## src/rtl/motor_ramp_sequencer_if.sv

```systemverilog
// motor_ramp_sequencer_if: duty/direction command handshake into the motor ramp sequencer.
interface motor_ramp_sequencer_if;
    logic       cmd_valid;
    logic       cmd_ready;
    logic [6:0] cmd_duty;
    logic       cmd_dir;
    modport master (output cmd_valid, output cmd_duty, output cmd_dir, input cmd_ready);
    modport slave  (input cmd_valid, input cmd_duty, input cmd_dir, output cmd_ready);
endinterface

```

## src/rtl/motor_ramp_sequencer.sv

```systemverilog
// motor_ramp_sequencer: ramps the PWM duty setpoint toward commanded targets, with dwell-protected reversal and estop.
// Define MOTOR_BRAKE_EN to brake (both bridge inputs high) instead of coasting whenever the bridge is off.
module motor_ramp_sequencer #(
    parameter int STEP_DIV    = 120000,
    parameter int DUTY_STEP   = 1,
    parameter int DWELL_TICKS = 25,
    parameter int MAX_DUTY    = 100
) (
    input  logic                   clk,
    input  logic                   rst_n,
    motor_ramp_sequencer_if.slave  cmd,
    input  logic                   estop,
    output logic [6:0]             duty,
    output logic                   dir_pin_1,
    output logic                   dir_pin_2,
    output logic                   busy,
    output logic [1:0]             state
);
    localparam int CW = $clog2(STEP_DIV);
    localparam int DW = $clog2(DWELL_TICKS + 1);
`ifdef MOTOR_BRAKE_EN
    localparam logic [1:0] OFF_PINS = 2'b11;
`else
    localparam logic [1:0] OFF_PINS = 2'b00;
`endif
    typedef enum logic [1:0] {IDLE = 2'd0, RAMP = 2'd1, STOP = 2'd2, DWELL = 2'd3} state_t;
    state_t        st, st_n;
    logic [CW-1:0] tick_cnt;
    logic [DW-1:0] dwell_cnt, dwell_cnt_n;
    logic [6:0]    duty_n, target, target_n, pend_target, pend_target_n;
    logic [6:0]    clamped, diff, step, down;
    logic          cur_dir, cur_dir_n, pend_dir, pend_dir_n, off, off_n, tick, accept;

    assign tick           = tick_cnt == CW'(STEP_DIV - 1);
    assign cmd.cmd_ready  = st == IDLE && !estop;
    assign accept         = cmd.cmd_valid && cmd.cmd_ready;
    assign clamped        = cmd.cmd_duty > 7'(MAX_DUTY) ? 7'(MAX_DUTY) : cmd.cmd_duty;
    assign diff           = target > duty ? target - duty : duty - target;
    assign step           = diff < 7'(DUTY_STEP) ? diff : 7'(DUTY_STEP);
    assign down           = duty < 7'(DUTY_STEP) ? duty : 7'(DUTY_STEP);
    assign busy           = st != IDLE;
    assign state          = st;
    assign {dir_pin_1, dir_pin_2} = off ? OFF_PINS : {cur_dir, !cur_dir};

    always_ff @(posedge clk or negedge rst_n)
        if (!rst_n)
            tick_cnt <= '0;
        else
            tick_cnt <= tick ? '0 : tick_cnt + CW'(1);

    always_ff @(posedge clk or negedge rst_n)
        if (!rst_n) begin
            st          <= IDLE;
            duty        <= '0;
            target      <= '0;
            cur_dir     <= 1'b0;
            pend_dir    <= 1'b0;
            pend_target <= '0;
            dwell_cnt   <= '0;
            off         <= 1'b0;
        end else begin
            st          <= st_n;
            duty        <= duty_n;
            target      <= target_n;
            cur_dir     <= cur_dir_n;
            pend_dir    <= pend_dir_n;
            pend_target <= pend_target_n;
            dwell_cnt   <= dwell_cnt_n;
            off         <= off_n;
        end

    // estop overrides every state; the bridge stays off for as long as it is held
    always_comb begin
        st_n          = st;
        duty_n        = duty;
        target_n      = target;
        cur_dir_n     = cur_dir;
        pend_dir_n    = pend_dir;
        pend_target_n = pend_target;
        dwell_cnt_n   = dwell_cnt;
        off_n         = 1'b0;
        if (estop) begin
            st_n     = IDLE;
            duty_n   = '0;
            target_n = '0;
            off_n    = 1'b1;
        end else begin
            case (st)
                IDLE: if (accept) begin
                    if (cmd.cmd_dir == cur_dir) begin
                        target_n = clamped;
                        st_n     = clamped == duty ? IDLE : RAMP;
                    end else if (duty == '0) begin
                        cur_dir_n = cmd.cmd_dir;
                        target_n  = clamped;
                        st_n      = clamped != '0 ? RAMP : IDLE;
                    end else begin
                        pend_dir_n    = cmd.cmd_dir;
                        pend_target_n = clamped;
                        st_n          = STOP;
                    end
                end
                RAMP: if (duty == target) st_n = IDLE;
                      else if (tick) duty_n = target > duty ? duty + step : duty - step;
                STOP: if (duty == '0) begin
                    st_n        = DWELL;
                    dwell_cnt_n = '0;
                    off_n       = 1'b1;
                end else if (tick) duty_n = duty - down;
                DWELL: begin
                    off_n = 1'b1;
                    if (tick && dwell_cnt == DW'(DWELL_TICKS - 1)) begin
                        cur_dir_n = pend_dir;
                        target_n  = pend_target;
                        off_n     = 1'b0;
                        st_n      = pend_target != '0 ? RAMP : IDLE;
                    end else if (tick) dwell_cnt_n = dwell_cnt + DW'(1);
                end
            endcase
        end
    end
endmodule

```

## src/flat_wrapper.sv

```systemverilog
// flat-port wrapper written by rule: the top's interface ports become plain ports
module motor_ramp_sequencer_flat 
#(
    parameter int STEP_DIV    = 120000,
    parameter int DUTY_STEP   = 1,
    parameter int DWELL_TICKS = 25,
    parameter int MAX_DUTY    = 100
)
  (clk, rst_n, estop, duty, dir_pin_1, dir_pin_2, busy, state, cmd_cmd_valid, cmd_cmd_duty, cmd_cmd_dir, cmd_cmd_ready);
  motor_ramp_sequencer_if cmd_i ();
  input  logic clk;
  input  logic rst_n;
  input  logic estop;
  output logic [6:0] duty;
  output logic dir_pin_1;
  output logic dir_pin_2;
  output logic busy;
  output logic [1:0] state;
  input wire logic [$bits(cmd_i.cmd_valid)-1:0] cmd_cmd_valid;
  input wire logic [$bits(cmd_i.cmd_duty)-1:0] cmd_cmd_duty;
  input wire logic [$bits(cmd_i.cmd_dir)-1:0] cmd_cmd_dir;
  output wire logic [$bits(cmd_i.cmd_ready)-1:0] cmd_cmd_ready;
  assign cmd_i.cmd_valid = cmd_cmd_valid;
  assign cmd_i.cmd_duty = cmd_cmd_duty;
  assign cmd_i.cmd_dir = cmd_cmd_dir;
  assign cmd_cmd_ready = cmd_i.cmd_ready;
  motor_ramp_sequencer #(.STEP_DIV(STEP_DIV), .DUTY_STEP(DUTY_STEP), .DWELL_TICKS(DWELL_TICKS), .MAX_DUTY(MAX_DUTY)) u_core (.clk(clk), .rst_n(rst_n), .cmd(cmd_i), .estop(estop), .duty(duty), .dir_pin_1(dir_pin_1), .dir_pin_2(dir_pin_2), .busy(busy), .state(state));
endmodule
```

## config.mk

```make
export PLATFORM = sky130hd
export DESIGN_NAME = motor_ramp_sequencer_flat
export DESIGN_NICKNAME = d
export VERILOG_FILES = /design/src/rtl/motor_ramp_sequencer_if.sv /design/src/rtl/motor_ramp_sequencer.sv /design/src/flat_wrapper.sv
export SDC_FILE = /design/constraint.sdc
export NUM_CORES = 1
export LEC_CHECK = 0
export CORE_UTILIZATION = 64
export CTS_CLUSTER_SIZE = 10
export DETAILED_ROUTE_END_ITERATION = 10
export GPL_TIMING_DRIVEN = 1
export HOLD_SLACK_MARGIN = 0.06
export PLACE_DENSITY_LB_ADDON = 0.12
export SYNTH_ARGS = -nofsm -noshare
export SYNTH_HDL_FRONTEND = slang
export SYNTH_SLANG_ARGS = --single-unit
```

## constraint.sdc

```tcl
create_clock -name clk -period 12 [get_ports clk]
set_input_delay 1.8 -clock clk [delete_from_list [all_inputs] [get_ports clk]]
set_output_delay 1.8 -clock clk [all_outputs]
set_load 0.02 [all_outputs]
```

==> flow_summary.toml <==
[floorplanning]
io_pins = 25
die_w_um = 75.8
rows = 26
coreArea_mm2 = 0.00517
initial_core_util_pct = 67.3
die_area_mm2 = 0.00574
die_h_um = 75.8

[routing]
viasPerCell = 5.86
drc_errors = 0
vias = 2811
dr.first_iter.drc_count = 161
firstDrtPassIters = 4
wl_per_cell_um = 15.5
drtAntennaViolNets = 0
drt-total-wl_um = 7440

[setup_path]
r2r_cells = 19
path_delay_family = "buffers and inverters"
critPathKind = "in -> out"
crit_chain = "clkdlybuf4s50_1 -> buf_4 -> nor2_1 -> clkdlybuf4s50_1"
r2r_start = "u_core.duty[1]"
cp_slowest_stage_delay_ns = 0.54
cp-start-kind = "input pin"
crit_path_end = "cmd_cmd_ready"
timing.critical_path.from = "estop"
slowest_stage = "clkdlybuf4s50_1"
worstPathArrival_ns = 3.20
crit_cells = 4
critPathBufInv = 3
r2r_setup_slack_ns = 7.35
endpoint_kind = "output pin"
r2r-end = "u_core.duty[6]"
crit_path_frequent_cell = "clkdlybuf4s50_1"
crit_path_max_fanout = 26
cp.required_ns = 10.20

[sta]
finalHoldViolCount = 0
worst_slew_pin_slew_ns = 1.15
rsz0062_at_grt = "no"
slew_headroom_pct = 23.2
slew_viol_final = 0
fin_crit_ns = 5.00
tns_ns = 0
skew_ns = 0.00834
finalCritPeriodShare_pct = 41.7
setup_viol = 0
max_freq_mhz = 200

[finish]
nets = 452
drive_above_1_share_pct = 6.59
syn_to_final_growth_pct = 11.1
diodes = 0

[grt]
antenna_found_initial = 0
grt_pass1_wl_um = 12300
gr-usage-all-layers_pct = 28.8
grt_pass1_vias = 2658
gr-total-overflow = 0
grt_start_max_net_pins = 49

[power]
cellInternalPower_uw = 530
power.density_mw_per_mm2 = 256
total_power_uw = 990
p_sw_share_pct = 46.5
p_clk_share_pct = 10.1
p_comb_share_pct = 64.6
p_switching_uw = 461
ir_drop_v = 0.000345
p_seq_share_pct = 25.4
p_leak_uw = 0.00167

[placed_design]
finalWeightedCongestion = 0.876
port_buffers = 24
dp_hpwl_um = 5700

[job]
maxCapViolations = 0

[clocking]
ctsHoldBuffers = 0
postCtsSetupRepairBufs = 0
ctsHtreeMaxLevel = 2
clock_path_buffers = 2
cts_buffers = 5
ctsResizeCount = 0
cts_sinks = 48
cts_root_buffer = "clkbuf_8"
clk_latency_ns = 0.30
cts_tree = "built"
path_clk_slew_ns = 0.08

[min_path]
worst_hold_path_type = "reg -> reg"

[yosys]
synth_cell_type_count = 53
seq_area_frac_synth_pct = 34.5
synth_cells = 388
synth_ff_type = "dfrtp_1"
ys_seq_elements = 48
syn_avg_cell_area_um2 = 8.97
synth_nets = 430
ys_async_sr_fraction_pct = 100
yosysWarnings = 0
synth_area_mm2 = 0.00348
synth_edf_count = 0

[run_status]
status = "finished, final reports clean"
registers in the layout, indices dropped and copies added, names as in the netlist:
name                count
u_core.target           7
u_core.pend_dir         1
u_core.dwell_cnt        5
u_core.duty             7
u_core.off              1
u_core.state            2
u_core.pend_target      7
u_core.tick_cnt        17
u_core.cur_dir          1
how the worst min path moves through the flow:
stage / start / to / slack [ns] / depth (start not counted)
2_1_floorplan: u_core.tick_cnt[0] / u_core.tick_cnt[0] / 0.45 / 1
3_3_place_gp: u_core.tick_cnt[0] / u_core.tick_cnt[0] / 0.47 / 1
3_5_place_dp: u_core.tick_cnt[0] / u_core.tick_cnt[0] / 0.48 / 1
4_1_cts: u_core.tick_cnt[0] / u_core.tick_cnt[0] / 0.49 / 1
5_1_grt: u_core.tick_cnt[0] / u_core.tick_cnt[0] / 0.51 / 1
6_report: u_core.tick_cnt[0] / u_core.tick_cnt[0] / 0.49 / 1
stage by stage:
| stage | utilization (%) | area [um2] | cells | hold WS [ns] | setup slack [ns] |
|---|---|---|---|---|---|
| 2_1_floorplan | - | 3480 | 388 | 0.455 | 7.34 |
| 3_3_place_gp | 73.0 | 3780 | 473 | 0.472 | 7.04 |
| 3_5_place_dp | 73.0 | 3780 | 473 | 0.481 | 7.02 |
| 4_1_cts | 74.8 | 3870 | 480 | 0.493 | 7.00 |
| 5_1_grt | 74.8 | 3870 | 480 | 0.515 | 6.94 |
| 6_report | 74.8 | 3870 | 480 | 0.489 | 7.00 |
cell usage in the layout (no fill, tap or decap), drive strengths merged, types with 11 or more instances in the layout:
cell           netlist  final
inv                 23     23
o21ai               23     23
ha                  27     27
nand2               36     36
nor2                48     48
nand2b              11     11
xor2                19     19
dfrtp               48     48
clkdlybuf4s50        0     23
xnor2               16     16
nand3               13     13
nor2b               11     11
a21oi               14     14
final cells by class:
| cell class | instances | area [um2] |
|---|---|---|
| multi-input combinational | 306 | 2150 |
| tap | 70 | 87.6 |
| sequential | 48 | 1200 |
| clock inverter | 1 | 8.76 |
| timing repair buffer | 26 | 250 |
| fill | 408 | 1310 |
| inverter | 23 | 86.3 |
| clock buffer | 6 | 82.6 |
cells in the mapped netlist, drive strengths merged, types with 4 or more instances:
master   n  area, um2
nand3   13       65.1
o41ai    4       53.8
nand4    6       37.5
a21o     5       37.5
mux2i    5       50.1
nand2b  11       68.8
nand2   36        135
o21ai   23        115
nor2    48        196
a31oi    6       37.5
o31ai    8       60.1
clkbuf   8       30.0
ha      27        338
mux2     7       90.1
xnor2   16        140
nor2b   11       68.8
nor3    10       50.1
dfrtp   48       1200
xor2    19        166
inv     23       86.3
a21oi   14       81.3
and3     4       26.3
metal layers:
metal / GRT usage, % / up-vias / part of all wire (%)
li1: - / 1400 / -
met5: 0 / - / 0
met3: 4.76 / 10 / 3.9
met4: 8.23 / 0 / 1.4
met2: 50.4 / 65 / 49
met1: 36.7 / 1336 / 45
cells by family after synthesis:
kind of cell	Yosys count	share of synthesized area, %
AO/OA/AOI/OAI	73	14.7
flip-flops	48	34.5
adder cells (fa/ha/maj)	30	11.4
AND/OR/NAND/NOR	155	22.7
multiplexers	12	4.02
XOR/XNOR	35	8.80
buffers and inverters	34	3.74
other	1	0.108
worst register-to-register path: cells and delay by family, from the launching register on:
kind | cells | cell delay [ns]
compound gates | 5 | 0.90
xor+xnor | 2 | 0.35
fa+ha+maj | 3 | 1.02
buf+inv | 1 | 0.22
flops | 1 | 0.56
mux | 2 | 0.48
simple gates | 6 | 0.99
power by group through the flow:
stage	logic, uW	clock network, uW	registers [uW]
after detailed placement	629	0	254
after global placement	614	0	252
final	639	99.6	251
after CTS	634	102	250
after floorplan	476	0	253
after global routing	712	108	258
Note: power is estimated with default switching activity, not from simulation.
